--- config.mk ---
export PLATFORM = sky130hd
export DESIGN_NAME = pipeline_ctrl
export DESIGN_NICKNAME = d
export VERILOG_FILES = /design/src/rtl/cpu_types_pkg.sv /design/src/rtl/load_use_detect.sv /design/src/rtl/pipeline_ctrl.sv
export SDC_FILE = /design/constraint.sdc
export NUM_CORES = 1
export LEC_CHECK = 0
export ABC_AREA = 1
export CAP_MARGIN = 15
export CORE_MARGIN = 4
export CORE_UTILIZATION = 48
export CTS_CLUSTER_DIAMETER = 200
export DETAILED_ROUTE_END_ITERATION = 10
export GPL_ROUTABILITY_DRIVEN = 0
export PLACE_DENSITY = 0.86
export SYNTH_ARGS = -nofsm -noshare
export SYNTH_HDL_FRONTEND = slang
export SYNTH_SLANG_ARGS = --single-unit
--- constraint.sdc ---
create_clock -name CLK -period 2.7 [get_ports CLK]
set_input_delay 0.405 -clock CLK [delete_from_list [all_inputs] [get_ports CLK]]
set_output_delay 0.405 -clock CLK [all_outputs]
set_load 0.05 [all_outputs]
--- src/rtl/cpu_types_pkg.sv ---
// Shared CPU types: register index type and the pipeline controller state encoding.
package cpu_types_pkg;

  localparam int REG_W = 5;

  typedef logic [REG_W-1:0] regbits_t;

  typedef enum logic [1:0] {
    RUN     = 2'd0,
    MEMWAIT = 2'd1,
    FLUSH   = 2'd2,
    HALTED  = 2'd3
  } ctrl_state_t;

endpackage

--- src/rtl/load_use_detect.sv ---
// Flags a load in ID/EX whose destination feeds a source of the IF/ID instruction.
module load_use_detect
  import cpu_types_pkg::*;
#(
  parameter int REGBITS = $bits(regbits_t)
) (
  input  logic               ex_dREN,
  input  logic [REGBITS-1:0] ex_wsel,
  input  logic [REGBITS-1:0] id_rs,
  input  logic [REGBITS-1:0] id_rt,
  output logic               lu
);

  // Register zero is hardwired, so a load targeting it never creates a dependency.
  assign lu = ex_dREN && (ex_wsel != '0) && ((ex_wsel == id_rs) || (ex_wsel == id_rt));

endmodule

--- src/rtl/pipeline_ctrl.sv ---
// Pipeline sequencer: per-cycle latch enables/flushes for PC, IF/ID, ID/EX, EX/MEM, MEM/WB,
// covering memory waits, load-use bubbles, redirects and the halt/dcache-flush drain.
module pipeline_ctrl
  import cpu_types_pkg::*;
#(
  parameter int REGBITS = 5,
  parameter int CNTW    = 16
) (
  input  logic               CLK,
  input  logic               RST,
  input  logic               ihit,
  input  logic               dhit,
  input  logic               mem_dREN,
  input  logic               mem_dWEN,
  input  logic               mem_halt,
  input  logic               ex_dREN,
  input  logic [REGBITS-1:0] ex_wsel,
  input  logic [REGBITS-1:0] id_rs,
  input  logic [REGBITS-1:0] id_rt,
  input  logic               ex_redirect,
  input  logic               dflush_done,
  output logic               pc_enable,
  output logic               ifid_enable,
  output logic               idex_enable,
  output logic               exmem_enable,
  output logic               memwb_enable,
  output logic               ifid_flush,
  output logic               idex_flush,
  output logic               exmem_flush,
  output logic               memwb_flush,
  output logic               dflush_req,
  output logic               halt,
  output logic [1:0]         state,
  output logic [CNTW-1:0]    stall_cycles
);

  ctrl_state_t state_q, state_d;
  logic        lu;
  logic        mem_req;
  logic        pc_en, ifid_en, idex_en, exmem_en, memwb_en;
  logic        ifid_fl, idex_fl, exmem_fl, memwb_fl;

  load_use_detect #(.REGBITS(REGBITS)) u_load_use_detect (
    .ex_dREN (ex_dREN),
    .ex_wsel (ex_wsel),
    .id_rs   (id_rs),
    .id_rt   (id_rt),
    .lu      (lu)
  );

  assign mem_req = mem_dREN | mem_dWEN;

  always_comb begin
    state_d  = state_q;
    pc_en    = 1'b0;
    ifid_en  = 1'b0;
    idex_en  = 1'b0;
    exmem_en = 1'b0;
    memwb_en = 1'b0;
    ifid_fl  = 1'b0;
    idex_fl  = 1'b0;
    exmem_fl = 1'b0;
    memwb_fl = 1'b0;

    unique case (state_q)
      RUN: begin
        if (mem_halt) begin
          // Retire the halt into MEM/WB and stop everything behind it.
          memwb_en = 1'b1;
          exmem_fl = 1'b1;
          state_d  = FLUSH;
        end else if (mem_req && !dhit) begin
          state_d = MEMWAIT;
        end else if (mem_req) begin
          memwb_en = 1'b1;
          exmem_fl = 1'b1;
        end else if (lu) begin
          exmem_en = 1'b1;
          memwb_en = 1'b1;
          idex_fl  = 1'b1;
        end else begin
          exmem_en = 1'b1;
          memwb_en = 1'b1;
          if (ihit) begin
            pc_en   = 1'b1;
            ifid_en = 1'b1;
            idex_en = 1'b1;
          end else begin
            idex_fl = 1'b1;
          end
          // Redirect squashes the two younger slots and lets the new PC load at once.
          if (ex_redirect) begin
            pc_en   = 1'b1;
            ifid_fl = 1'b1;
            idex_fl = 1'b1;
          end
        end
      end
      MEMWAIT: begin
        if (dhit) begin
          memwb_en = 1'b1;
          exmem_fl = 1'b1;
          state_d  = RUN;
        end
      end
      FLUSH: begin
        if (dflush_done) state_d = HALTED;
      end
      HALTED: begin
      end
      default: state_d = RUN;
    endcase
  end

  // Reset must not let any latch move, so gate the decoded controls with RST.
  assign pc_enable    = pc_en    & ~RST;
  assign ifid_enable  = ifid_en  & ~RST;
  assign idex_enable  = idex_en  & ~RST;
  assign exmem_enable = exmem_en & ~RST;
  assign memwb_enable = memwb_en & ~RST;
  assign ifid_flush   = ifid_fl  & ~RST;
  assign idex_flush   = idex_fl  & ~RST;
  assign exmem_flush  = exmem_fl & ~RST;
  assign memwb_flush  = memwb_fl & ~RST;

  always_ff @(posedge CLK or posedge RST) begin
    if (RST) begin
      state_q      <= RUN;
      dflush_req   <= 1'b0;
      halt         <= 1'b0;
      stall_cycles <= '0;
    end else begin
      state_q    <= state_d;
      dflush_req <= (state_d == FLUSH);
      halt       <= (state_d == HALTED);
      if (((state_q == RUN) || (state_q == MEMWAIT)) && !pc_en && (stall_cycles != '1))
        stall_cycles <= stall_cycles + 1'b1;
    end
  end

  assign state = state_q;

endmodule

After elaboration in Yosys (flattened, before gate mapping)
Index checks and enable logic that the tools add are counted.
- bits in registers: 20
- input bits: 25
- output and inout bits: 29
- word-level logic and storage cells: 74
- add/subtract/negate cells: 1
- equal/unequal tests: 7
- mux-type cells: 42
- bitwise gates (word level): 9
- reduce and logical (&&, ||, !) cells: 11
- operators with widths (operator ; count):
    $mux 1 ; 35
    $add 16x1->16 const B ; 1
    $ne 16x16->1 const B ; 1
    $eq 5x5->1 ; 2
    $mux 2 ; 4
    $and 1x1->1 ; 7
    $eq 2x2->1 const B ; 3
    $pmux 2 s3 ; 1
    $logic_and 1x1->1 ; 5
    $reduce_bool 5->1 ; 1
    $pmux 1 s2 ; 2
    $eq 2x1->1 const B ; 1
    $logic_not 1->1 ; 2
    $logic_not 2->1 ; 1
    $logic_or 1x1->1 ; 2
    $not 1->1 ; 1
    $or 1x1->1 ; 1

Longest topological paths before layout
- depth after elaboration: 11
- gate-level depth with buffers: 12
- depth with buffers taken out: 11

By module
A second synthesis with hierarchy kept.
- cells, all modules: 238
- area, all modules: 1508.9 µm²
- by module, submodules not included (module ; times used ; cells each ; area each (µm²) ; sequential area each (µm²)):
    pipeline_ctrl ; 1 ; 193 ; 1313.8 ; 500.5
    load_use_detect ; 1 ; 45 ; 195.2 ; 0.0

Least setup slack after synthesis
No wires, ideal clock.
- path type: register to output
- from: register state_q[1] (netlist: state[1])
- to: output port ifid_enable
- arrival: 2.779 ns
- required time: 2.295 ns
- path slack: -0.484 ns
- cell stages (with the launch flop): 7
- buffers on the path: 1
- cells stage by stage: dfrtp_1 nor2_1 nand2_1 nor2_1 inv_1 nor2_1 buf_4
- cells in the longest elaborated chain, start to end: 3
- RTL lines (what ; line ; RTL):
    start, declared ; pipeline_ctrl.sv:37 ; ctrl_state_t state_q, state_d;
    start signal, assigned ; pipeline_ctrl.sv:133 ; state_q <= state_d;
    $logic_not 2->1 ; -- ;
    $mux 1 ; -- ;
    $and 1x1->1 ; -- ;
    end, declared ; pipeline_ctrl.sv:23 ; output logic ifid_enable,
No other way between the ends.

Final worst setup path
- from: input port ex_wsel[0]
- to: output port idex_flush
- cells in the longest elaborated chain, start to end: 9
- elaborated cells between the ends (all ways): 12
- classes of those cells: eq/ne (2); mux (5); bitwise (1); reduce/logical (4)
- RTL lines (what ; line ; RTL):
    start, declared ; pipeline_ctrl.sv:17 ; input logic [REGBITS-1:0] ex_wsel,
    $eq 5x5->1 / $reduce_bool 5->1 (equally long branches) ; load_use_detect.sv:15 ; assign lu = ex_dREN && (ex_wsel != '0) && ((ex_wsel == id_rs) || (ex_wsel == id_rt));
    $logic_or 1x1->1 / $logic_and 1x1->1 (equally long branches) ; load_use_detect.sv:15 ;
    $logic_and 1x1->1 * ; load_use_detect.sv:15 ;
    $mux 1 * ; pipeline_ctrl.sv:77 ; end else if (lu) begin
    $mux 1 * ; pipeline_ctrl.sv:74 ; end else if (mem_req) begin
    $mux 1 * ; pipeline_ctrl.sv:72 ; end else if (mem_req && !dhit) begin
    $mux 1 * ; pipeline_ctrl.sv:67 ; if (mem_halt) begin
    $mux 1 * ; pipeline_ctrl.sv:65 ; unique case (state_q)
    $and 1x1->1 * ; pipeline_ctrl.sv:122 ; assign idex_flush = idex_fl & ~RST;
    end, declared ; pipeline_ctrl.sv:28 ; output logic idex_flush,
Every way passes the cells marked *; elsewhere a longest branch is shown, timed or not.

==> summary.md <==
| Metric | Value |
|---|---|
| RSZ-0062 raised after global routing | no |
| P&R area growth vs syn | 44.90% |
| Count of final setup violators | 0 |
| Req. time, crit path | 2300 ps |
| DP Cell Count | 299 |
| Initial antenna violation count | 0 |
| Mapped Area | 0.001460 sq mm |
| Worst-Margin Slew | 728.9 ps |
| Slowest stage cell on the critical path | clkdlybuf4s50_1 |
| Status | complete, no violations |
| Top FF cell, synth | dfrtp_1 |
| R2R depth | 9 |
| Detailed Routing Iterations Pass 1 | 4 |
| CP max stage delay | 530 ps |
| DR vias | 1,558 |
| Worst path cell trace | clkdlybuf4s50_1 > inv_1 > nand2_1 > nand2_1 > nor2_1 > nand3_1 > nand2_1 > nand2_1 > nand2_1 > nor2_1 > nor2_1 > buf_12 |
| CTS-repair resized insts | 0 |
| Max Freq | 0.4203 GHz |
| First-pass GRT wire length | 6644 um |
| Cell taking the most area after synthesis | dfrtp_1 |
| Non-filler cells, final | 303 |
| Clk slew on worst S/H paths | 110 ps |
| Critical Path Fanout Max | 4 |
| Fin nets | 299 |
| Seq cells post-synth | 20 |
| Layout cells sized above 1 | 0.08456 |
| PwrDens | 481.0 mW/mm^2 |
| Post-synth top cells | 76 x nand2_1, 26 x inv_1, 26 x nand3_1, 26 x nor2_1, 20 x dfrtp_1 |
| Final ANT Viol Nets | 0 |
| Vias per cell | 5.142 |
| Setup_tns | 0 ps |
| GR Overflow Total | 0 |
| Num CTS Buffers | 3 |
| H-tree depth | 1 |
| Hold/Removal Path Class | reg -> reg |
| Lkg Pwr | 1.006 nW |
| Fin crit period | 2379 ps |
| # clock sinks | 20 |
| Largest net degree at the start of global routing | 21 |
| Slew Limit Fails | 0 |
| Hold Vio Cnt, Final | 0 |
| Drt drc | 0 |
| Top cell type's share of synthesized area | 0.3428 |
| Crit start category | primary input |
| Die Y | 63.16 um |
| CTS Root Cell | clkbuf_4 |
| Max_cap viols | 0 |
| Post-synth EDFFs | 0 |
| Die width | 63.16 um |
| Clock Path Buffers | 2 |
| Most used cell, CP | nand2_1 |
| GRT Total Usage | 0.2032 |
| Hpwl dp | 2951 um |
| VDD IR max | 0.5838 mV |
| Final Util | 0.7479 |
| Final Skew | 4.616 ps |
| Synth top area cells | dfrtp_1 34%, nand2_1 20%, nand3_1 8.9% |
| Syn nets | 246 |
| Vias in the first global route | 1,436 |
| Cells after Synth | 220 |
| Iter 0 DRT Violations | 94 |
| CP Class | in -> out |
| Starting density of the core | 0.5161 |
| Row count | 19 |
| Most frequent cell after synthesis | nand2_1 |
| Diodes inserted | 0 |
| Placeable Area | 0.002829 sq mm |
| Async set-reset flop share out of synthesis | 1.000 |
| Clk Latency, worst-skew pair | 310 ps |
| Crit path DAT | 1970 ps |
| Ports | 54 |
| Post-detailed-routing wire length | 3855 um |
| Synthesis Warnings | 0 |
| Die ar. | 0.003989 sq mm |
| Yosys cell types | 28 |
| Avg Cell Area, Syn | 6.637 sq um |
| Worst slew margin | 0.5135 |
| Setup Fix Bufs, Post-CTS | 0 |
| Cts hold-fix bufs | 0 |
| CP endpoint kind | output pin |
| Hold Path Cell Cnt | 2 |
| Sequential share of the synthesized area | 0.3428 |
| Wire per inst | 12.72 um |
| Buffers added on ports | 52 |
| TritonCTS clock tree | yes |
| Final Cycle Share | 0.8812 |
report_power, final:
part	internal, mW	switching, mW
combinational	0.142	0.244
clock	0.150	0.0978
sequential	0.334	0.0489
per-layer routing:
layer | GRT usage | share of wire | up-vias
li1 | - | - | 791
met1 | 0.2556 | 0.41 | 702
met2 | 0.3570 | 0.51 | 61
met3 | 0.04618 | 0.074 | 4
met4 | 0.03581 | 0.0049 | 0
met5 | 0 | 0 | -
sequential cells by signal (all words and copies together), names as in the netlist:
name,flops
stall_cycles,16
state,2
halt,1
dflush_req,1
metrics by stage:
step	hold WS [ps]	area [sq um]	total power, mW	worst slack, ps
floorplan	368.8	1465	0.6342	21.63
global placement	524.2	2063	0.7684	367.5
detailed placement	542.9	2063	0.7750	319.7
CTS	571.7	2116	1.020	313.6
global route	611.7	2116	1.073	153.5
finish	570.4	2116	1.018	320.8
kinds of logic after synthesis:
kind of cell | count (synthesis) | share of synthesized area
compound gates | 8 | 0.03428
xor+xnor | 16 | 0.09598
fa+ha+maj | 1 | 0.008568
buf+inv | 32 | 0.09425
flops | 20 | 0.3428
other cells | 1 | 0.002568
simple gates | 142 | 0.4216
worst paths after layout:
| path | slack, ps | end | start |
|---|---|---|---|
| setup / recovery | 320 | idex_flush | ex_wsel[0] |
| hold / removal | 570 | stall_cycles[3] | stall_cycles[3] |
| setup reg to reg | 860 | stall_cycles[14] | stall_cycles[0] |
| hold reg to reg | 570 | stall_cycles[3] | stall_cycles[3] |
| max in group asynchronous | 1620 | stall_cycles[2] | RST |
| min in group asynchronous | 620 | state[0] | RST |
layout by cell type, fill, tap and decap left out, types with 4 or more instances in the layout:
| cell | synthesis | routed |
|---|---|---|
| dfrtp_1 | 20 | 20 |
| xor2_1 | 7 | 7 |
| nor3_1 | 4 | 4 |
| nand3_1 | 26 | 26 |
| xnor2_1 | 9 | 9 |
| nand2_1 | 76 | 76 |
| inv_1 | 26 | 26 |
| buf_12 | 0 | 7 |
| clkdlybuf4s50_1 | 0 | 44 |
| nor2_1 | 26 | 24 |
critical path, delay by kind of cell:
family	cells	cell delay (ps)
buffers and inverters	3	780
and+or+nand+nor	9	810
final cells by class:
class                           instances  area [sq um]
Inverter                               27         101.3
Fill cell                             230         713.2
Sequential cell                        20         500.5
Multi-Input combinational cell        168         827.0
Timing Repair Buffer                   53         595.6
Clock buffer                            3         22.52
Clock inverter                          1         30.03
Tap cell                               31         38.79
No activity file was read; power rests on OpenSTA's default activity.
